<file path="src/rtl/player_pkg.sv">
// player_pkg: shared types and screen constants for the player motion logic.
package player_pkg;

    typedef enum logic [1:0] {GROUND, RISE, FALL} state_t;

    localparam int POS_W    = 10;
    localparam int VEL_W    = 5;
    localparam int X_MIN    = 0;
    localparam int X_MAX    = 600;
    localparam int Y_GROUND = 400;

endpackage

</file>
<file path="src/rtl/player_motion_ctrl_if.sv">
// player_motion_ctrl_if: button inputs and sprite position outputs of the motion controller.
interface player_motion_ctrl_if import player_pkg::*; ();

    logic             enable;
    logic             right_n;
    logic             left_n;
    logic             jump_n;
    logic [POS_W-1:0] pos_x;
    logic [POS_W-1:0] pos_y;
    logic             jumping;
    logic             move_tick;

    modport master (
        output enable, right_n, left_n, jump_n,
        input  pos_x, pos_y, jumping, move_tick
    );

    modport slave (
        input  enable, right_n, left_n, jump_n,
        output pos_x, pos_y, jumping, move_tick
    );

endinterface

</file>
<file path="src/rtl/player_motion_ctrl_move_tick_gen.sv">
// move_tick_gen: frame-rate tick divider; the count freezes while enable_i is low.
module move_tick_gen #(
    parameter int TICK_DIV = 416667
) (
    input  logic clk,
    input  logic rst,
    input  logic enable_i,
    output logic tick_o
);

    localparam int CW = (TICK_DIV > 1) ? $clog2(TICK_DIV) : 1;

    logic [CW-1:0] count_q, count_d;

    assign tick_o  = enable_i && (count_q == CW'(TICK_DIV - 1));
    assign count_d = tick_o ? '0 : enable_i ? count_q + CW'(1) : count_q;

    always_ff @(posedge clk) begin
        if (rst) count_q <= '0;
        else     count_q <= count_d;
    end

endmodule

</file>
<file path="src/rtl/player_motion_ctrl.sv">
// player_motion_ctrl: button synchronizers, clamped horizontal steps and jump FSM
// driving the authoritative player sprite position.
module player_motion_ctrl
    import player_pkg::state_t, player_pkg::GROUND, player_pkg::RISE, player_pkg::FALL,
           player_pkg::POS_W, player_pkg::VEL_W;
#(
    parameter int TICK_DIV = 416667,
    parameter int STEP     = 5,
    parameter int X_MIN    = player_pkg::X_MIN,
    parameter int X_MAX    = player_pkg::X_MAX,
    parameter int X_RESET  = 300,
    parameter int Y_GROUND = player_pkg::Y_GROUND,
    parameter int JUMP_V0  = 12
) (
    input logic                 clk,
    input logic                 rst,
    player_motion_ctrl_if.slave bus
);

    localparam int SUM_W = POS_W + 1;

    logic [1:0]       r_sync_q, l_sync_q, j_sync_q;
    logic             j_prev_q, jump_pend_q, jump_pend_d;
    logic             r, l, j, j_rise, tick;
    state_t           state_q, state_d;
    logic [VEL_W-1:0] vel_q, vel_d;
    logic [POS_W-1:0] pos_x_q, pos_x_d, pos_y_q, pos_y_d;
    logic             jumping_q, move_tick_q;
    logic [SUM_W-1:0] x_sum, y_sum;
    logic [POS_W-1:0] x_right, x_left, y_fall;

    move_tick_gen #(.TICK_DIV(TICK_DIV)) u_tick (
        .clk      (clk),
        .rst      (rst),
        .enable_i (bus.enable),
        .tick_o   (tick)
    );

    assign r = ~r_sync_q[1];
    assign l = ~l_sync_q[1];
    assign j = ~j_sync_q[1];
    assign j_rise = j & ~j_prev_q;
    // A press latched on a tick survives that tick so it is never silently dropped.
    assign jump_pend_d = j_rise | (jump_pend_q & ~tick);

    // Sums carry an extra bit so clamping never sees a wrapped value.
    assign x_sum   = {1'b0, pos_x_q} + SUM_W'(STEP);
    assign x_right = (x_sum > SUM_W'(X_MAX)) ? POS_W'(X_MAX) : x_sum[POS_W-1:0];
    assign x_left  = ({1'b0, pos_x_q} < SUM_W'(X_MIN + STEP)) ? POS_W'(X_MIN) : pos_x_q - POS_W'(STEP);
    assign y_sum   = {1'b0, pos_y_q} + SUM_W'(vel_q) + SUM_W'(1);
    assign y_fall  = (y_sum > SUM_W'(Y_GROUND)) ? POS_W'(Y_GROUND) : y_sum[POS_W-1:0];

    always_ff @(posedge clk) begin
        if (rst) state_q <= GROUND;
        else     state_q <= state_d;
    end

    always_comb begin
        state_d = state_q;
        if (tick) begin
            case (state_q)
                GROUND:  state_d = jump_pend_q ? RISE : GROUND;
                RISE:    state_d = (vel_q == VEL_W'(1)) ? FALL : RISE;
                FALL:    state_d = (y_fall == POS_W'(Y_GROUND)) ? GROUND : FALL;
                default: state_d = GROUND;
            endcase
        end
    end

    always_comb begin
        pos_x_d = pos_x_q;
        pos_y_d = pos_y_q;
        vel_d   = vel_q;
        if (tick) begin
            pos_x_d = (r & ~l) ? x_right : (l & ~r) ? x_left : pos_x_q;
            case (state_q)
                GROUND: vel_d = jump_pend_q ? VEL_W'(JUMP_V0) : '0;
                RISE: begin
                    pos_y_d = pos_y_q - POS_W'(vel_q);
                    vel_d   = (vel_q == VEL_W'(1)) ? '0 : vel_q - VEL_W'(1);
                end
                FALL: begin
                    pos_y_d = y_fall;
                    vel_d   = (y_fall == POS_W'(Y_GROUND)) ? '0 : vel_q + VEL_W'(1);
                end
                default: vel_d = '0;
            endcase
        end
    end

    always_ff @(posedge clk) begin
        if (rst) begin
            r_sync_q    <= '1;
            l_sync_q    <= '1;
            j_sync_q    <= '1;
            j_prev_q    <= 1'b0;
            jump_pend_q <= 1'b0;
            vel_q       <= '0;
            pos_x_q     <= POS_W'(X_RESET);
            pos_y_q     <= POS_W'(Y_GROUND);
            jumping_q   <= 1'b0;
            move_tick_q <= 1'b0;
        end else begin
            r_sync_q    <= {r_sync_q[0], bus.right_n};
            l_sync_q    <= {l_sync_q[0], bus.left_n};
            j_sync_q    <= {j_sync_q[0], bus.jump_n};
            j_prev_q    <= j;
            jump_pend_q <= jump_pend_d;
            vel_q       <= vel_d;
            pos_x_q     <= pos_x_d;
            pos_y_q     <= pos_y_d;
            jumping_q   <= (state_d != GROUND);
            move_tick_q <= tick;
        end
    end

    assign bus.pos_x     = pos_x_q;
    assign bus.pos_y     = pos_y_q;
    assign bus.jumping   = jumping_q;
    assign bus.move_tick = move_tick_q;

endmodule
</file>
<file path="src/flat_wrapper.sv">
// flat-port wrapper written by rule: the top's interface ports become plain ports
module player_motion_ctrl_flat import player_pkg::state_t, player_pkg::GROUND, player_pkg::RISE, player_pkg::FALL,
           player_pkg::POS_W, player_pkg::VEL_W;
#(
    parameter int TICK_DIV = 416667,
    parameter int STEP     = 5,
    parameter int X_MIN    = player_pkg::X_MIN,
    parameter int X_MAX    = player_pkg::X_MAX,
    parameter int X_RESET  = 300,
    parameter int Y_GROUND = player_pkg::Y_GROUND,
    parameter int JUMP_V0  = 12
)
  (clk, rst, bus_enable, bus_right_n, bus_left_n, bus_jump_n, bus_pos_x, bus_pos_y, bus_jumping, bus_move_tick);
  player_motion_ctrl_if bus_i ();
  input logic clk;
  input logic rst;
  input wire logic [$bits(bus_i.enable)-1:0] bus_enable;
  input wire logic [$bits(bus_i.right_n)-1:0] bus_right_n;
  input wire logic [$bits(bus_i.left_n)-1:0] bus_left_n;
  input wire logic [$bits(bus_i.jump_n)-1:0] bus_jump_n;
  output wire logic [$bits(bus_i.pos_x)-1:0] bus_pos_x;
  output wire logic [$bits(bus_i.pos_y)-1:0] bus_pos_y;
  output wire logic [$bits(bus_i.jumping)-1:0] bus_jumping;
  output wire logic [$bits(bus_i.move_tick)-1:0] bus_move_tick;
  assign bus_i.enable = bus_enable;
  assign bus_i.right_n = bus_right_n;
  assign bus_i.left_n = bus_left_n;
  assign bus_i.jump_n = bus_jump_n;
  assign bus_pos_x = bus_i.pos_x;
  assign bus_pos_y = bus_i.pos_y;
  assign bus_jumping = bus_i.jumping;
  assign bus_move_tick = bus_i.move_tick;
  player_motion_ctrl #(.TICK_DIV(TICK_DIV), .STEP(STEP), .X_MIN(X_MIN), .X_MAX(X_MAX), .X_RESET(X_RESET), .Y_GROUND(Y_GROUND), .JUMP_V0(JUMP_V0)) u_core (.clk(clk), .rst(rst), .bus(bus_i));
endmodule
</file>
<file path="config.mk">
export PLATFORM = sky130hd
export DESIGN_NAME = player_motion_ctrl_flat
export DESIGN_NICKNAME = d
export VERILOG_FILES = /design/src/rtl/player_pkg.sv /design/src/rtl/player_motion_ctrl_if.sv /design/src/rtl/player_motion_ctrl_move_tick_gen.sv /design/src/rtl/player_motion_ctrl.sv /design/src/flat_wrapper.sv
export SDC_FILE = /design/constraint.sdc
export NUM_CORES = 1
export LEC_CHECK = 0
export CORE_MARGIN = 1
export CORE_UTILIZATION = 59
export CTS_BUF_LIST = sky130_fd_sc_hd__clkbuf_8 sky130_fd_sc_hd__clkbuf_16
export DETAILED_ROUTE_END_ITERATION = 7
export PLACE_DENSITY = 0.8
export SYNTH_ARGS = -nofsm -noshare
export SYNTH_HDL_FRONTEND = slang
export SYNTH_SLANG_ARGS = --single-unit
</file>
<file path="constraint.sdc">
create_clock -name clk -period 4.37 [get_ports clk]
set_clock_uncertainty 0.1 [all_clocks]
set_input_delay 0.6555 -clock clk [delete_from_list [all_inputs] [get_ports clk]]
set_output_delay 0.6555 -clock clk [all_outputs]
set_load 0.005 [all_outputs]
</file>
## Yosys cells after proc, flatten, opt, wreduce, memory -nomap -nowiden

Cells that the tools add are included.

| storage, ports and cells | value |
|---|---|
| input port bits | 6 |
| logic and storage cells | 61 |
| bits in registers | 56 |

| cells by class | value |
|---|---|
| add/sub/neg operators | 8 |
| muxes and demuxes | 15 |
| bitwise gates (word level) | 10 |
| equal/unequal tests | 5 |
| reduce and logical (&&, ||, !) cells | 8 |
| $lt $le $gt $ge | 3 |

Operator list:

| kind | number |
|---|---|
| $mux 10 | 5 |
| $pmux 10 s2 | 1 |
| $add 19x1->19 const B | 1 |
| $eq 19x19->1 const B | 1 |
| $pmux 5 s3 | 1 |
| $add 10x3->11 const B | 1 |
| $add 10x5->11 | 1 |
| $add 11x1->11 const B | 1 |
| $gt 11x10->1 const B | 1 |
| $gt 11x9->1 const B | 1 |
| $eq 10x9->1 const B | 1 |
| $lt 10x3->1 const B | 1 |
| $mux 5 | 2 |
| $sub 10x3->10 const B | 1 |
| $sub 10x5->10 | 1 |
| $mux 2 | 3 |
| $pmux 2 s3 | 1 |
| $reduce_bool 2->1 | 3 |
| $add 5x1->5 const B | 1 |
| $eq 5x1->1 const B | 1 |
| $not 1->1 | 5 |
| $sub 5x1->5 const B | 1 |
| $and 1x1->1 | 4 |
| $mux 4 | 1 |
| other kinds (8) | 9 |

## Logic depth before layout (Yosys ltp)

| depth | value |
|---|---|
| depth after elaboration | 9 |
| gate-level depth with buffers | 12 |

## By module

Synthesis repeated with hierarchy kept, for this count alone.

| second synthesis, totals | value |
|---|---|
| cell total of the unflattened synthesis | 530 |
| area total of the unflattened synthesis | 4241.6 um^2 |

By module, submodules not included:

| module | instances | cells each | area each (um^2) |
|---|---|---|---|
| player_motion_ctrl | 1 | 426 | 3294.4 |
| move_tick_gen | 1 | 104 | 947.2 |

## Least setup slack after synthesis

OpenSTA, ideal clock, no wires.

| timing path | value |
|---|---|
| path kind | register to register |
| start point | reg u_core.vel_q[2] |
| end point | reg u_core.pos_y_q[4], in the netlist u_core.bus.pos_y[4] |
| slack | 1.725 ns |
| arrival | 2.487 ns |
| data required time | 4.212 ns |
| clock period less this slack | 2.645 ns |
| buffers on the path | 3 |
| library setup time | 0.058 ns |
| cell stages (with the launch flop) | 13 |
| path through | dfxtp_1 -> clkbuf_1 -> inv_1 -> ha_1 -> buf_4 -> o21bai_4 -> a21oi_4 -> nor2_2 -> o41a_1 -> a32o_1 -> buf_6 -> a311o_1 -> nand2_1 |

| on the way | value |
|---|---|
| cells in the longest elaborated chain, start to end | 5 |
| elaborated cells between the ends (all ways) | 6 |

RTL lines:

| what | line | text |
|---|---|---|
| start: declaration | player_motion_ctrl.sv:26 | `logic [VEL_W-1:0] vel_q, vel_d;` |
| start signal: assignment | player_motion_ctrl.sv:109 | `vel_q <= vel_d;` |
| $add 10x5->11 | player_motion_ctrl.sv:50 | `assign y_sum = {1'b0, pos_y_q} + SUM_W'(vel_q) + SUM_W'(1);` |
| $add 11x1->11 | player_motion_ctrl.sv:50 |  |
| $gt 11x9->1 | player_motion_ctrl.sv:51 | `assign y_fall = (y_sum > SUM_W'(Y_GROUND)) ? POS_W'(Y_GROUND) : y_sum[POS_W-1:0];` |
| $mux 10 | player_motion_ctrl.sv:51 |  |
| $pmux 10 s2 * | player_motion_ctrl.sv:76 | `case (state_q)` |
| end signal: assignment | player_motion_ctrl.sv:100 | `pos_y_q <= POS_W'(Y_GROUND);` |
| end signal: assignment | player_motion_ctrl.sv:111 | `pos_y_q <= pos_y_d;` |
| end: declaration | player_motion_ctrl.sv:27 | `logic [POS_W-1:0] pos_x_q, pos_x_d, pos_y_q, pos_y_d;` |

Mark *: on every way between the ends. The rest lies on a longest branch, timed or not.
A chain may end at the register's enable or synchronous reset.

## Worst setup path in the final report

| timing path | value |
|---|---|
| start point | reg u_core.vel_q[0] |
| end point | reg u_core.pos_y_q[0], in the netlist u_core.bus.pos_y[0] |

The elaborated chain is that of the path after synthesis.

==> reports/metrics.csv <==
stage;metric;value;unit
status;status;completed;
hold_path;hold_depth;1;
critical_path;crit_slowest_cell;fa_1;
critical_path;rr_worst_depth;10;
power_and_ir_drop;power_frac_clock;34.2;%
global_routing;grt_use_total;26.35;%
floorplanning;num_rows;29;
critical_path;critical_path.max_fanout;9;
clock_tree;numCtsBuffers;5;
critical_path;path_delay_family;compound AO/OA/AOI/OAI gates;
critical_path;critPathArrivalTime;3.21;ns
logic_synthesis;syn_area;4071;um2
power_and_ir_drop;ir_drop;170.5;uV
critical_path;crit_path_cell_trace;inv_1 > ha_1 > fa_1 > or2_2 > a221oi_1 > o22ai_1 > o211ai_1 > a32o_1 > nand2b_1 > a311oi_1;
floorplanning;dieArea;7237;um2
logic_synthesis;seq_area_frac_synth;27.54;%
routing;dr_total_vias;3759;
routing;totalWireLength;9446;um
sta;worst_slew_pin_slew;0.8689;ns
sta;clock.fmax;323.6;MHz
power_and_ir_drop;p_switching;200.0;uW
logic_synthesis;postSynthCellCount;507;
critical_path;cp-end-kind;flip-flop;
critical_path;path_buf_inv;1;
floorplanning;start_util;62.69;%
place;pre_cts_slack;1.305;ns
layout;diodes;0;
layout;layout.nets;545;
global_routing;grt_max_degree;20;
floorplanning;core;6495;um2
critical_path;worstPathRequired;4.49;ns
floorplanning;ios;28;
layout;syn_to_final_growth;8.267;%
place;portBuffers;27;
logic_synthesis;yosysTopAreaCellShare;27.54;%
global_routing;gr-total-overflow;0;
logic_synthesis;netlist_top_cells_count;dfxtp_1, nor2_1, nand2_1, a21oi_1, inv_1;
logic_synthesis;synth_warnings;0;
floorplanning;die_h;85.07;um
hold_path;holdPathEnd;u_core.jump_pend_q;
clock_tree;cts_hold_buf;0;
hold_path;hold_class;flip-flop to flip-flop;
clock_tree;clk_pin_slew;0.10;ns
critical_path;startpoint;u_core.vel_q[0];
global_routing;grt_pass1_wl;15450;um
critical_path;crit_type;flip-flop to flip-flop;
critical_path;critical_path.max_stage_delay;0.47;ns
layout;drive_gt1_share;8.140;%
power_and_ir_drop;switching_share;23.71;%
critical_path;crit_cells;10;
power_and_ir_drop;powerDensity;191.4;nW/um2
power_and_ir_drop;seqPwrFrac;61.5;%
power_and_ir_drop;p_leak;1.538;nW
job;drv_cap;0;
global_routing;antenna_found_initial;0;
clock_tree;cts_root_buf;clkbuf_8;
global_routing;grt_pass1_vias;3250;
critical_path;worstReg2RegEnd;u_core.bus.pos_y[0];
routing;avgRoutedWirePerCell;15.93;um
routing;ant_nets;0;
logic_synthesis;syn_nets;537;
place;gp_congestion;0.8966;
floorplanning;die_w;85.07;um
sta;setup_violations;0;
hold_path;hp-start;u_core.j_prev_q;
logic_synthesis;ys_top_cells_by_area;dfxtp_1, ha_1, nor2_1, nand2_1, xnor2_1;
routing;viasPerCell;6.339;
clock_tree;cts_buffer_depth;2;
power_and_ir_drop;combPwrFrac;4.3;%
sta;hold-worst-slack;0.3092;ns
logic_synthesis;synth-async-reset-ratio;0;%
clock_tree;clock_latency;0.32;ns
sta;grt_setup_unrepaired;no;
sta;setup-tns-final;0;ns
power_and_ir_drop;intPower;643.6;uW
layout;fillCellCount;543;
sta;period_share;70.72;%
logic_synthesis;synth_top_area_cell;dfxtp_1;
routing;drc_errors;0;
routing;drtIter0Drc;266;
logic_synthesis;synth-seq-cells;56;
critical_path;rrSetupSlack;1.28;ns
logic_synthesis;synth.most_common_cell;dfxtp_1;
clock_tree;cts_resized;0;
logic_synthesis;synth_top_flop_cell;dfxtp_1;
sta;slew_headroom;41.31;%
sta;drv_slew;0;
routing;drtPass1Iterations;7;
clock_tree;htree_levels;2;
clock_tree;cts_setup_buffers;0;
place;hpwlAfterDp;6959;um
clock_tree;cts_tree;done;
place;placed_cells;585;
sta;min_period;3.091;ns
sta;timing.final.ws_setup;1.279;ns
logic_synthesis;synth_cell_types;85;
logic_synthesis;syn_avg_cell_area;8.030;um2
logic_synthesis;synth-edff-count;0;
critical_path;crit_path_start_kind;flip-flop;
sta;hold_violations;0;
clock_tree;cts_num_sinks;56;
layout;fin_cells;593;
critical_path;r2r_start;u_core.vel_q[0];
-- metrics by stage --
step | power (mW) | util [%] | instance area, um2
floorplan | 0.5536 | - | 4071
global placement | 0.5659 | 66.54 | 4322
detailed placement | 0.5669 | 66.54 | 4322
CTS | 0.8451 | 67.87 | 4408
global route | 0.8736 | 67.87 | 4408
finish | 0.8435 | 67.87 | 4408
-- power by group through the flow --
| stage | Sequential (mW) | Combinational (mW) | Clock, mW |
|---|---|---|---|
| after global placement | 0.531 | 0.0352 | 0 |
| after floorplan | 0.530 | 0.0236 | 0 |
| after global routing | 0.520 | 0.0401 | 0.314 |
| after CTS | 0.519 | 0.0361 | 0.290 |
| after detailed placement | 0.531 | 0.0360 | 0 |
| final | 0.519 | 0.0362 | 0.288 |
-- logic make-up after synthesis --
logic type | count (synthesis) | synth area share [%]
simple gates | 211 | 29.04
buf+inv | 54 | 5.808
flops | 56 | 27.54
fa+ha+maj | 24 | 7.744
mux | 5 | 1.260
xor+xnor | 30 | 6.454
compound gates | 127 | 22.16
-- worst max-delay path by stage --
stage	to	slack, ns
floorplan	u_core.bus.pos_y[4]	1.72
global placement	u_core.bus.pos_y[7]	1.40
detailed placement	u_core.bus.pos_y[8]	1.30
CTS	u_core.bus.pos_y[0]	1.35
global route	u_core.bus.pos_y[0]	1.03
finish	u_core.bus.pos_y[0]	1.28
-- sequential cells by signal (all words and copies together), names as in the netlist --
signal	cells
u_core.l_sync_q	2
u_core.j_sync_q	2
u_core.bus.move_tick	1
u_core.u_tick.count_q	19
u_core.bus.pos_y	10
u_core.bus.pos_x	10
u_core.jump_pend_q	1
u_core.vel_q	5
u_core.r_sync_q	2
u_core.bus.jumping	1
u_core.state_q	2
u_core.j_prev_q	1
-- placed cells by master (no fill, tap or decap), types with 4 or more instances in the layout --
cell type        instances
o21bai_1                 5
xnor2_1                 17
clkbuf_8                 5
ha_1                    22
o31ai_1                 10
nand3_1                 21
nor2b_1                  9
nor2_1                  47
nand2_1                 42
or3_1                    4
mux2i_1                  4
o21ai_0                 22
nor4_1                   4
buf_4                    4
xor2_1                  13
dfxtp_1                 56
or2_2                    8
nand4_1                 10
a31oi_1                 12
inv_1                   24
a21oi_1                 24
nor3_1                  17
clkdlybuf4s50_1         27
o21a_1                   4
nand2b_1                 8
-- area by class of cell --
class	instances	area (um2)	share of cell area (%)
Timing Repair Buffer	31	300.3	6.812
Sequential cell	56	1121	25.43
Clock inverter	3	17.52	0.3974
Inverter	24	90.09	2.044
Tap cell	77	96.34	2.186
Clock buffer	5	68.82	1.561
Multi-Input combinational cell	397	2714	61.57
-- metal layers --
| metal | up-vias | GRT usage [%] | routed length (um) | share of wire (%) |
|---|---|---|---|---|
| li1 | 1860 | - | - | - |
| met1 | 1755 | 34.77 | 4409 | 47 |
| met2 | 124 | 44.94 | 4411 | 47 |
| met3 | 20 | 3.988 | 470 | 5.0 |
| met4 | 0 | 7.088 | 155 | 1.6 |
| met5 | - | 0 | 0 | 0 |
No activity file was read; power rests on OpenSTA's default activity.
